===== src/rtl/object_spawner.sv =====
// Falling-object spawner: after a frame-counted wait, presents an LFSR-derived column for a
// limited number of frames (or until hit). Optional macro SPAWNER_SPEEDUP_EN shortens the wait over time.
module object_spawner #(
    parameter int          SCREEN_W      = 640,
    parameter int          OBJECT_W      = 50,
    parameter int          UNDEFINED_POS = 1000,
    parameter int          SPAWN_PERIOD  = 120,
    parameter int          ACTIVE_FRAMES = 96,
    parameter logic [15:0] LFSR_SEED     = 16'hACE1
) (
    input  logic        clk,
    input  logic        reset,
    input  logic        v_sync,
    input  logic        enable,
    input  logic        hit,
    output logic [10:0] object_position,
    output logic        object_active,
    output logic [7:0]  spawn_count
);

    localparam logic [9:0]  LIM       = 10'(SCREEN_W - OBJECT_W);
    localparam logic [15:0] SEED      = (LFSR_SEED == 16'h0000) ? 16'h0001 : LFSR_SEED;
    localparam logic [10:0] UNDEF     = 11'(UNDEFINED_POS);
    localparam logic [8:0]  ACT_LAST  = 9'(ACTIVE_FRAMES - 1);

    typedef enum logic [1:0] {
        S_IDLE,
        S_WAIT,
        S_ACTIVE
    } state_t;

    state_t      r_state;
    logic        r_v_sync_d;
    logic [15:0] r_lfsr;
    logic [7:0]  r_frame_ctr;
    logic [10:0] r_position;
    logic        r_active;
    logic [7:0]  r_spawn_count;

    logic        w_tick;
    logic [8:0]  w_period_last;
    logic        w_wait_done;
    logic        w_active_done;
    logic        w_spawn;
    logic [7:0]  w_count_next;

    // Galois step, taps 16,14,13,11
    function automatic logic [15:0] lfsr_step(input logic [15:0] s);
        return s[0] ? ((s >> 1) ^ 16'hB400) : (s >> 1);
    endfunction

    // Fold the 10-bit random value into 0..LIM-1 with a single conditional subtract
    function automatic logic [10:0] map_pos(input logic [9:0] r);
        return (r >= LIM) ? {1'b0, r - LIM} : {1'b0, r};
    endfunction

    assign w_tick = v_sync & ~r_v_sync_d;

`ifdef SPAWNER_SPEEDUP_EN
    logic [8:0] r_period;
    logic       w_speedup;

    assign w_period_last = r_period - 9'd1;
    // The low three bits roll over on every 8th counted spawn; a saturated counter no longer counts
    assign w_speedup     = (r_spawn_count != 8'hFF) && (r_spawn_count[2:0] == 3'd7);

    always_ff @(posedge clk) begin
        if (!reset) begin
            r_period <= 9'(SPAWN_PERIOD);
        end else if (w_spawn && w_speedup) begin
            if (r_period >= 9'd40) begin
                r_period <= r_period - 9'd8;
            end else if (r_period > 9'd32) begin
                r_period <= 9'd32;
            end
        end
    end
`else
    assign w_period_last = 9'(SPAWN_PERIOD - 1);
`endif

    assign w_wait_done   = ({1'b0, r_frame_ctr} == w_period_last);
    assign w_active_done = ({1'b0, r_frame_ctr} == ACT_LAST);
    assign w_spawn       = enable && (r_state == S_WAIT) && w_tick && w_wait_done;
    assign w_count_next  = (r_spawn_count == 8'hFF) ? 8'hFF : r_spawn_count + 8'd1;

    always_ff @(posedge clk) begin
        if (!reset) begin
            r_state       <= S_IDLE;
            r_v_sync_d    <= 1'b0;
            r_lfsr        <= SEED;
            r_frame_ctr   <= 8'd0;
            r_position    <= UNDEF;
            r_active      <= 1'b0;
            r_spawn_count <= 8'd0;
        end else begin
            r_v_sync_d <= v_sync;
            r_lfsr     <= lfsr_step(r_lfsr);
            if (!enable) begin
                r_state     <= S_IDLE;
                r_position  <= UNDEF;
                r_active    <= 1'b0;
                r_frame_ctr <= 8'd0;
            end else begin
                case (r_state)
                    S_IDLE: begin
                        r_state     <= S_WAIT;
                        r_frame_ctr <= 8'd0;
                    end
                    S_WAIT: begin
                        if (w_spawn) begin
                            r_state       <= S_ACTIVE;
                            r_position    <= map_pos(r_lfsr[9:0]);
                            r_active      <= 1'b1;
                            r_frame_ctr   <= 8'd0;
                            r_spawn_count <= w_count_next;
                        end else if (w_tick) begin
                            r_frame_ctr <= r_frame_ctr + 8'd1;
                        end
                    end
                    S_ACTIVE: begin
                        // A hit swallows a coincident tick so the following wait is a full period
                        if (hit || (w_tick && w_active_done)) begin
                            r_state     <= S_WAIT;
                            r_position  <= UNDEF;
                            r_active    <= 1'b0;
                            r_frame_ctr <= 8'd0;
                        end else if (w_tick) begin
                            r_frame_ctr <= r_frame_ctr + 8'd1;
                        end
                    end
                    default: begin
                        r_state     <= S_IDLE;
                        r_position  <= UNDEF;
                        r_active    <= 1'b0;
                        r_frame_ctr <= 8'd0;
                    end
                endcase
            end
        end
    end

    assign object_position = r_position;
    assign object_active   = r_active;
    assign spawn_count     = r_spawn_count;

endmodule


===== config.mk =====
export PLATFORM = sky130hd
export DESIGN_NAME = object_spawner
export DESIGN_NICKNAME = d
export VERILOG_FILES = /design/src/rtl/object_spawner.sv
export SDC_FILE = /design/constraint.sdc
export NUM_CORES = 1
export LEC_CHECK = 0
export ABC_AREA = 1
export CORE_MARGIN = 2
export CORE_UTILIZATION = 60
export DETAILED_ROUTE_END_ITERATION = 8
export DONT_BUFFER_PORTS = 1
export PLACE_DENSITY = 0.76
export SLEW_MARGIN = 10
export SYNTH_ARGS = -nofsm -noshare
export SYNTH_HDL_FRONTEND = slang
export SYNTH_SLANG_ARGS = --single-unit

===== constraint.sdc =====
create_clock -name clk -period 5.4 [get_ports clk]
set_clock_uncertainty 0.2 [all_clocks]
set_input_delay 0.54 -clock clk [delete_from_list [all_inputs] [get_ports clk]]
set_output_delay 0.54 -clock clk [all_outputs]
set_load 0.03 [all_outputs]

# Yosys cells after proc, flatten, opt, wreduce, memory -nomap -nowiden
# Cells that the tools add are included.
[totals]
latch_bits = 0
romBits = 0
reg_bits = 47
in_bits = 5
mem_count = 0
mem_bits_rw = 0
[op_classes]
n_reduce_logical = 10
n_addsub = 3
magnitude_cmp = 1
multipliers = 0
n_mux = 16
eq_ne = 7
div_mod_pow = 0
n_shift = 0
bitwise = 4
[op_table]
columns = ["op", "count"]
rows = [
  ["case mux 11 bit (3 select lines)", 1],
  ["2-to-1 mux 8 bit", 4],
  ["2-to-1 mux 11 bit", 2],
  ["adder 8 x 1 -> 8 bit, second input constant", 2],
  ["== test 8 x 7 -> 1 bit, second input constant", 2],
  ["2-to-1 mux 16 bit", 1],
  ["case mux 8 bit (2 select lines)", 1],
  ["greater-or-equal comparator 10 bit, second input constant", 1],
  ["2-to-1 mux 10 bit", 1],
  ["subtractor 10 bit, second input constant", 1],
  ["== test 8 bit, second input constant", 1],
  ["case mux 2 bit (3 select lines)", 1],
  ["AND reduction 3 bit", 2],
  ["logical AND 1 bit", 4],
  ["2-to-1 mux 2 bit", 2],
  ["inequality test 2 bit, second input constant", 2],
  ["NOT 3 -> 4 bit", 1],
  ["AND reduction 2 bit", 2],
  ["case mux 1 bit (3 select lines)", 1],
  ["== test 2 x 1 -> 1 bit, second input constant", 1],
  ["== test 2 bit, second input constant", 1],
  ["logical NOT 2 bit", 1],
  ["2-to-1 mux 1 bit", 2],
  ["NOT 1 bit", 2],
  ["other kinds (2)", 2],
]

# Depth between registers and ports, before layout
# Gate-level depths: netlist (run 1).
[logic_depth]
depth_word = 6
mapped_depth = 12
mapped_depth_nobuf = 10

# Worst setup path after synthesis (run 1)
# No wires, ideal clock.
[synth_timing]
path_type = "register -> register"
startpoint = "register r_spawn_count[0] (netlist: spawn_count[0])"
endpoint = "register r_spawn_count[2] (netlist: spawn_count[2])"
t_arrival_ps = 1591
stages_incl_launch_ff = 8
path_buffers = 0
slack_ps = 3534
synth_period_minus_slack_ps = 1866
path_cell_list = "dfxtp_1 ha_1 nand2_1 nor3_1 nand3_1 inv_1 nand2_1 a31oi_1"
[synth_between]
elab_chain_cells = 2
elab_cells_between_ends = 3
classes_between = "add/sub: 1; eq/ne: 1; mux: 1"
[synth_rtl]
columns = ["item", "line_no", "text"]
rows = [
  ["start, declared", "38", "logic [7:0] r_spawn_count;"],
  ["start signal, assigned", "116", "r_spawn_count <= w_count_next;"],
  ["adder 8 x 1 -> 8 bit / == test 8 bit (equally long branches)", "85", "assign w_count_next = (r_spawn_count == 8'hFF) ? 8'hFF : r_spawn_count + 8'd1;"],
  ["2-to-1 mux 8 bit *", "85", ""],
]
# Mark *: on every way between the ends. The rest lies on a longest branch, timed or not.
# A chain may end at the register's enable or synchronous reset.

# Worst setup path in the final report (run 1)
[layout_timing]
startpoint = "register r_state[1]"
endpoint = "register r_position[5] (netlist: object_position[5])"
[layout_between]
elab_chain_cells = 6
elab_cells_between_ends = 11
classes_between = "eq/ne: 4; mux: 1; bitwise: 1; reduce/logical: 5"
[layout_rtl]
columns = ["item", "line_no", "text"]
rows = [
  ["start, declared", "32", "state_t r_state;"],
  ["start signal, assigned", "89", "r_state <= S_IDLE;"],
  ["start signal, assigned", "100", "r_state <= S_IDLE;"],
  ["start signal, assigned", "107", "r_state <= S_WAIT;"],
  ["== test 2 x 1 -> 1 bit", "84, 105", ""],
  ["logical AND 1 bit (3 in series)", "84", "assign w_spawn = enable && (r_state == S_WAIT) && w_tick && w_wait_done;"],
  ["inequality test 2 bit (no line)", "-", ""],
  ["AND reduction 3 bit (no line)", "-", ""],
  ["end signal, assigned", "113", "r_position <= map_pos(r_lfsr[9:0]);"],
  ["end, declared", "36", "logic [10:0] r_position;"],
]
# Several ways; a longest one is shown, not always the timed one.

==> results summary, run 1 <==
The via count of the first global-routing pass came out at 1636. The count of inserted antenna diode cells came out at 0. The highest cell delay on the worst timing path is 0.40 ns.

Setup repair after global routing left no endpoint under its margin. The most used flip-flop cell after synthesis is dfxtp_1. For this design, the CTS-stage hold fixing added 0 buffers. The busiest layer in global routing is met2. The finished cells cover between 0.002 and 0.0025 mm^2. Global routing used 35.5% of the available met2 tracks. The total count of hold-check failures in the final report came out at 0. For this run, asynchronously set or reset flops after synthesis account for 0%.

For this design the ratio of total power to cell area is 272 mW/mm^2. The number of buffer cells added on primary ports is 0. The proportion of synthesized chip area in sequential cells is approximately two fifths. The setup path with the least slack is of type reg -> reg. The shortest clock period the worst path allows after layout came out at 2.15 ns. The final wirelength came out at between 3000 and 4000 um. In the layout the commonest cells are 77 x nand2_1, 46 x dfxtp_1, 37 x inv_1.

The number of optimization iterations in the first detailed-route pass came out at 4. Fill cells in the final layout number 344. The die width came out at roughly 65 um. The placed standard-cell area is approximately 0.0022 mm^2. The number of violations reported at the end of detailed-routing iteration 0 is 81. The met3 layer usage reported by global route came out at 5.90%. The area occupied by multi-input gates came out at 0.00109 mm^2. The mean instance size in the synthesized netlist came out at 7.49 um^2.

The count of pins on the block boundary is 25. The total setup buffers inserted after CTS came out at 0. In this run, CTS created clock tree buffers numbering 5. Global routing finished with a remaining overflow of 0. CTS placed an instance of clkbuf_8 at the clock tree root. The min-delay analysis places its worst path in the category in -> reg.

The timing-limited maximum frequency came out at 465 MHz. The library cell used most frequently in the layout, excluding fill and tap cells, is nand2_1. After detailed routing, the number of vias per cell comes to 5.06. The layout overhead on the synthesized area came out at 3.68%. The overall track demand over capacity in global routing is 20.8%. The maximum number of pins on one net before global-route repair came out at 18. The worst path required time came out at 5.37 ns. The signal on the critical path passes through inv_1, ha_1, nand2_4, nor2_2, nand3_4, nand2_2, nand3_1, nand2_1, nand3_1.

The met1 capacity usage during global routing came out at 25.1%. The largest driver fanout on the critical path is 11. At the end of routability-driven placement, the weighted congestion stood at 0.878. The arrival time of the worst setup path is 2.12 ns.

The die covers approximately 0.0042 mm^2. In this run, distinct cell masters in the synthesized netlist total 32. The post-synthesis net count is 308. The number of gates resized after CTS is 0. The number of standard-cell rows in the floorplan came out at 22. The via count came out at between 1500 and 2000. The combined area of all synthesized cells is between 0.002 and 0.0025 mm^2. The DRC violation count after routing came out at 0.

The flip-flop and latch area came out at 921 um^2. Summed over all cells, the static leakage comes to between 1 and 1.5 nW. The clock passes through at most 2 buffers. In this design, the largest share of critical-path delay is due to simple AND/OR/NAND/NOR gates. Counting both buffers and inverters, the worst setup path holds a total of 1. The max-slew violation count is 0. The clock insertion delay at the later pin of the skew report came out at slightly below 0.3 ns. The most numerous cell on the critical path is nand3_1.

The maximum level of the CTS H-tree came out at 2. In the final layout, the share of cells above drive strength 1 is 7.80%. The placed wire-length estimate came out at 2860 um.

For this configuration, the core starts out at a cell density of 61.3%. The total negative setup slack is 0 ns. STA classifies the critical path endpoint as a flip-flop. Across the VDD grid, the largest voltage drop is 159 uV.

Synthesis produced a netlist whose cell count is 295. The kind of launch point of the worst setup path is a flip-flop. Clock tree synthesis found a total of 46 sinks. The ratio of final minimum period to clock period came out at 39.8%. The max-capacitance violation count came out at 0. The die outline height is around 65 um. The initial antenna violation count is 0. In the final routed layout, each cell accounts on average for 11.3 um. The number of synthesized flops with an enable pin is 0. The number of synthesis warnings is 0. Clock-pin slew was measured on the worst setup and hold paths at about 0.08 ns. Once detail routing completed, the nets flagged for antenna violations numbered 0. TritonCTS built the clock tree. Synthesis inferred 46 register bits. The core area came out at 0.00361 mm^2. The flow ran to the end, and the final reports show no timing, DRC or antenna violations. The cell with the largest stage delay on the worst path is ha_1. The layout net count is 308.

The global-route wire length before repair came out at just under 7000 um. Setup violations remaining at the end of the flow were counted as 0.
==> state kept, by name (all words and copies together), names as in the netlist <==
signal and flops:
r_lfsr 16, spawn_count 8, r_frame_ctr 8, object_active 1
r_v_sync_d 1, r_state 2, object_position 10
==> cells in the mapped netlist (2+ instances only) <==
master | instances | area (um^2)
a21oi_1 | 18 | 90.1
a31oi_1 | 2 | 12.5
buf_2 | 2 | 10.0
buf_6 | 3 | 33.8
dfxtp_1 | 46 | 921
ha_1 | 8 | 100
inv_1 | 37 | 139
nand2_1 | 77 | 289
nand2_2 | 6 | 37.5
nand2_4 | 3 | 33.8
nand3_1 | 26 | 130
nor2_1 | 19 | 71.3
nor2_4 | 2 | 22.5
nor3_1 | 4 | 20.0
nor3b_1 | 3 | 22.5
o21ai_0 | 14 | 70.1
o21ai_1 | 2 | 10.0
or2_2 | 2 | 12.5
xnor2_1 | 3 | 26.3
xor2_1 | 6 | 52.6
==> cell type report <==
type	instances	area share [%]
Sequential cell	46	40.2
Clock buffer	7	3.33
Inverter	38	6.23
Multi-Input combinational cell	204	47.6
Tap cell	48	2.62
==> power by group <==
part           internal, mW  total (mW)  switching [mW]
Combinational        0.0213      0.0645          0.0432
Sequential            0.351       0.365          0.0142
Clock                0.0892       0.193           0.103
==> worst paths after layout <==
check	startpoint	cells past startpoint	endpoint	slack [ns]
min	reset	1	r_lfsr[0]	0.12
min reg2reg	r_lfsr[12]	1	r_lfsr[11]	0.22
max reg2reg	r_state[1]	9	object_position[5]	3.25
max	r_state[1]	9	object_position[5]	3.25
==> routing by layer <==
layer	wire length, um	vias up	part of all wire [%]
li1	-	926	-
met1	1800	780	46
met2	1900	24	49
met3	144	5	3.7
met4	39	0	1.0
met5	0	-	0
==> kinds of logic after synthesis <==
family                   count (synthesis)  share of synthesized area [%]
other                                    1                          0.170
buffers and inverters                   45                           8.95
XOR/XNOR                                 9                           3.57
AO/OA/AOI/OAI                           38                           8.95
adder cells (fa/ha/maj)                  8                           4.53
flip-flops                              46                           41.7
AND/OR/NAND/NOR                        148                           32.2
==> worst reg2reg max path, cell delays in order (launching register included) <==
cell	delay (ns)
dfxtp_1	0.33
inv_1	0.11
ha_1	0.40
nand2_4	0.08
nor2_2	0.14
nand3_4	0.11
nand2_2	0.10
nand3_1	0.31
nand2_1	0.17
nand3_1	0.08
==> through the flow <==
step / hold WS [ns] / total power [mW] / utilization [%] / setup slack (ns) / cells
finish: 0.118 / 0.623 / 63.5 / 3.25 / 343
global route: 0.110 / 0.656 / 63.5 / 3.02 / 343
detailed placement: 0.201 / 0.438 / 61.4 / 3.26 / 336
CTS: 0.115 / 0.627 / 63.5 / 3.24 / 343
floorplan: 0.190 / 0.433 / - / 3.53 / 295
global placement: 0.196 / 0.436 / 61.4 / 3.25 / 336
Power figures use the tool's default switching activity.
==> run 2: changes to the inputs <==
CORE_UTILIZATION = 56   (was 60)
PLACE_DENSITY = 0.74   (was 0.76)
clock period = 1.8 ns   (was 5.4 ns; I/O delays follow)
==> run 2 against run 1 <==
  * Count of clock-buffer cells in the layout down 1
  * Combinational power rose to 3.8 times the previous value
  * Register-to-register slack worse by 3.2 ns
  * Critical endpoint is now r_frame_ctr[0]
  * Cell count up 9.3%
  * Largest power group unchanged
  * Sequential cell count unchanged
  * Hold slack worse by 0.055 ns
  * Sequential power rose to 3.0 times the previous value
  * Critical path depth unchanged
  * Non-clock buffer count up 30
  * Worst setup slack worse by 3.2 ns
  * Via count up 9.5%
  * Total power rose to 3.4 times the previous value
==> results summary, run 2 (synthesized netlist as in run 1, its figures left out) <==
The global-route wire length before repair was 7720 um (was 6890 um). The largest driver fanout on the critical path was 8 (was 11). The count of inserted antenna diode cells is 0 (unchanged). The ratio of final minimum period to clock period is 97.1% (was 39.8%).

The cell with the largest stage delay on the worst path is dfxtp_2 (was ha_1). The clock tree from TritonCTS is done (unchanged). The initial antenna violation count came out at 0 (unchanged).

The maximum number of pins on one net before global-route repair came to 15 (was 18). The CTS buffer count is 5 (unchanged). The worst path required time came out at 1.82 ns (was 5.37 ns). The layout overhead on the synthesized area came out at 18.7% (was 3.68%).

The clock sink count came out at 46 (unchanged). The total count of hold-check failures in the final report came to 0 (unchanged). The power per cell area came to 802 mW/mm^2 (was 272 mW/mm^2). Most frequent cells in the layout: 75 x nand2_1, 42 x dfxtp_1, 36 x inv_1 (was 77 x nand2_1, 46 x dfxtp_1, 37 x inv_1).

The overall power after layout is 2.11 mW (was 0.623 mW). The overflow left after global routing is 0 (unchanged). The maximum number of buffers from clock root to sink came to 2 (unchanged). The overall track demand over capacity in global routing came out at 22.7% (was 20.8%). The count of final setup violators is 0 (unchanged).

The fraction of final layout cells sized beyond drive strength 1 came out at 17.7% (was 7.80%). The clock insertion delay at the later pin of the skew report is 0.30 ns (was 0.29 ns). The initial core utilization came to 59.5% (was 61.3%). The kind of critical path is reg -> reg (unchanged). The number of standard-cell rows in the floorplan came out at 22 (unchanged).

The final wirelength came to 4530 um (was 3880 um). The kind of launch point of the worst setup path was a flip-flop (unchanged). The maximum ir drop on the vdd rail came out at 455 uV (was 159 uV).

The die width came to 66.8 um (was 64.7 um). Unrepaired setup endpoints after global routing: true (was false). The type of destination of the critical path is a flip-flop (unchanged). The via count of the first global-routing pass is 1795 (was 1636). The floorplan die area is 0.00446 mm^2 (was 0.00418 mm^2). The max-slew violation count is 0 (unchanged). The layout net count came out at 339 (was 308). The arrival time of the worst setup path came out at 1.77 ns (was 2.12 ns).

The detail-routed net length per standard cell is 12.1 um (was 11.3 um). The filler cell count in the final layout came to 307 (was 344). The number of flip-flops under the largest register name came out at 16 (unchanged). The via count is 1899 (was 1735). The number of nets with antenna violations after routing is 0 (unchanged). The shortest clock period the worst path allows after layout came to 1.75 ns (was 2.15 ns). The largest register by flop count is r_lfsr (unchanged). The flip-flop and latch area was 926 um^2 (was 921 um^2). The reported leakage power came out at 1.16 nW (was 1.01 nW).

The core area came to 0.00372 mm^2 (was 0.00361 mm^2). The clock root buffer was clkbuf_8 (unchanged). The die outline height came out at 66.8 um (was 64.7 um). The number of optimization iterations in the first detailed-route pass came out at 4 (unchanged). Outcome: finished clean (unchanged). The number of buffer cells added on primary ports was 0 (unchanged). The worst hold path class is in -> reg (unchanged). The total negative setup slack was 0 ns (unchanged). The DRC violation count after routing is 0 (unchanged). The mean number of vias per cell is 5.06 (about the same).

The timing-limited maximum frequency came to 572 MHz (was 465 MHz). The max-capacitance violation count is 0 (unchanged). The leading cell type in the layout, fill and taps excluded is nand2_1 (unchanged).

The maximum level of the CTS H-tree came out at 2 (unchanged). The area occupied by multi-input gates was 0.00113 mm^2 (was 0.00109 mm^2). The number of violations reported at the end of detailed-routing iteration 0 came out at 102 (was 81). The placed wire-length estimate is 3130 um (was 2860 um). The count of pins on the block boundary is 25 (unchanged). The clock-pin slew on the worst setup and hold paths is 0.08 ns (about the same). The highest cell delay on the worst timing path was 0.33 ns (was 0.40 ns). Crit path cell chain: ha_1, nand2_2, nor2_8, nand3_1, nand2_2, nand2_4, nand3_1, buf_4, nor3b_2 (was inv_1, ha_1, nand2_4, nor2_2, nand3_4, nand2_2, nand3_1, nand2_1, nand3_1).

The final weighted congestion in routability-driven placement is 0.833 (was 0.878).
-- run 2: worst max-delay path, delay by kind of cell (launching register included) --
family | cells | cell delay [ns]
AND/OR/NAND/NOR | 7 | 0.73
flip-flops | 1 | 0.33
adder cells (fa/ha/maj) | 1 | 0.21
buffers and inverters | 1 | 0.18
-- run 2: layout make-up --
type,count,share of cell area (%)
well taps,48,2.29
multi-input cells,205,43.0
clock buffers,6,2.77
repair buffers,30,9.63
inverters,38,5.58
clock inverters,2,1.43
flip-flops and latches,46,35.3
-- run 2: through the flow --
stage	util [%]	hold slack, ns	setup WS [ns]	area [um^2]	cells
floorplan	-	0.0776	0.0705	2210	295
global placement	63.5	0.0521	0.109	2360	355
detailed placement	63.5	0.0546	0.0123	2360	355
CTS	69.3	0.0882	0.00407	2580	374
global route	70.6	0.0978	-0.0201	2620	375
finish	70.6	0.0622	0.0515	2620	375
-- run 2: repair_timing --
item                                    4_1_cts  5_1_grt
hold endpoints to repair                     31        0
hold buffers                                 10        0
endpoints found under the setup margin        1       25
setup buffers                                 0        1
pin swaps                                     1        2
cloned                                        1        0
resized for setup                             0       13
-- run 2: routing by layer --
metal | GRT usage, % | vias to the layer above | part of all wire [%]
met4 | 9.18 | 0 | 1.8
met2 | 37.8 | 28 | 48
met5 | 0 | - | 0
met3 | 5.57 | 8 | 3.5
met1 | 28.1 | 877 | 47
li1 | - | 986 | -
-- run 2: where the power goes --
| group | total, mW | switching [mW] | internal (mW) |
|---|---|---|---|
| clock network | 0.764 | 0.350 | 0.414 |
| registers | 1.09 | 0.0413 | 1.05 |
| logic | 0.247 | 0.151 | 0.0957 |
-- run 2: path summary, 6_finish.rpt --
check                      start             end  slack, ns  cells after the start
setup / recovery  r_frame_ctr[0]  r_frame_ctr[0]       0.05                      9
hold / removal               hit      r_state[1]       0.06                      4
setup reg to reg  r_frame_ctr[0]  r_frame_ctr[0]       0.05                      9
hold reg to reg       r_lfsr[10]       r_lfsr[9]       0.22                      2
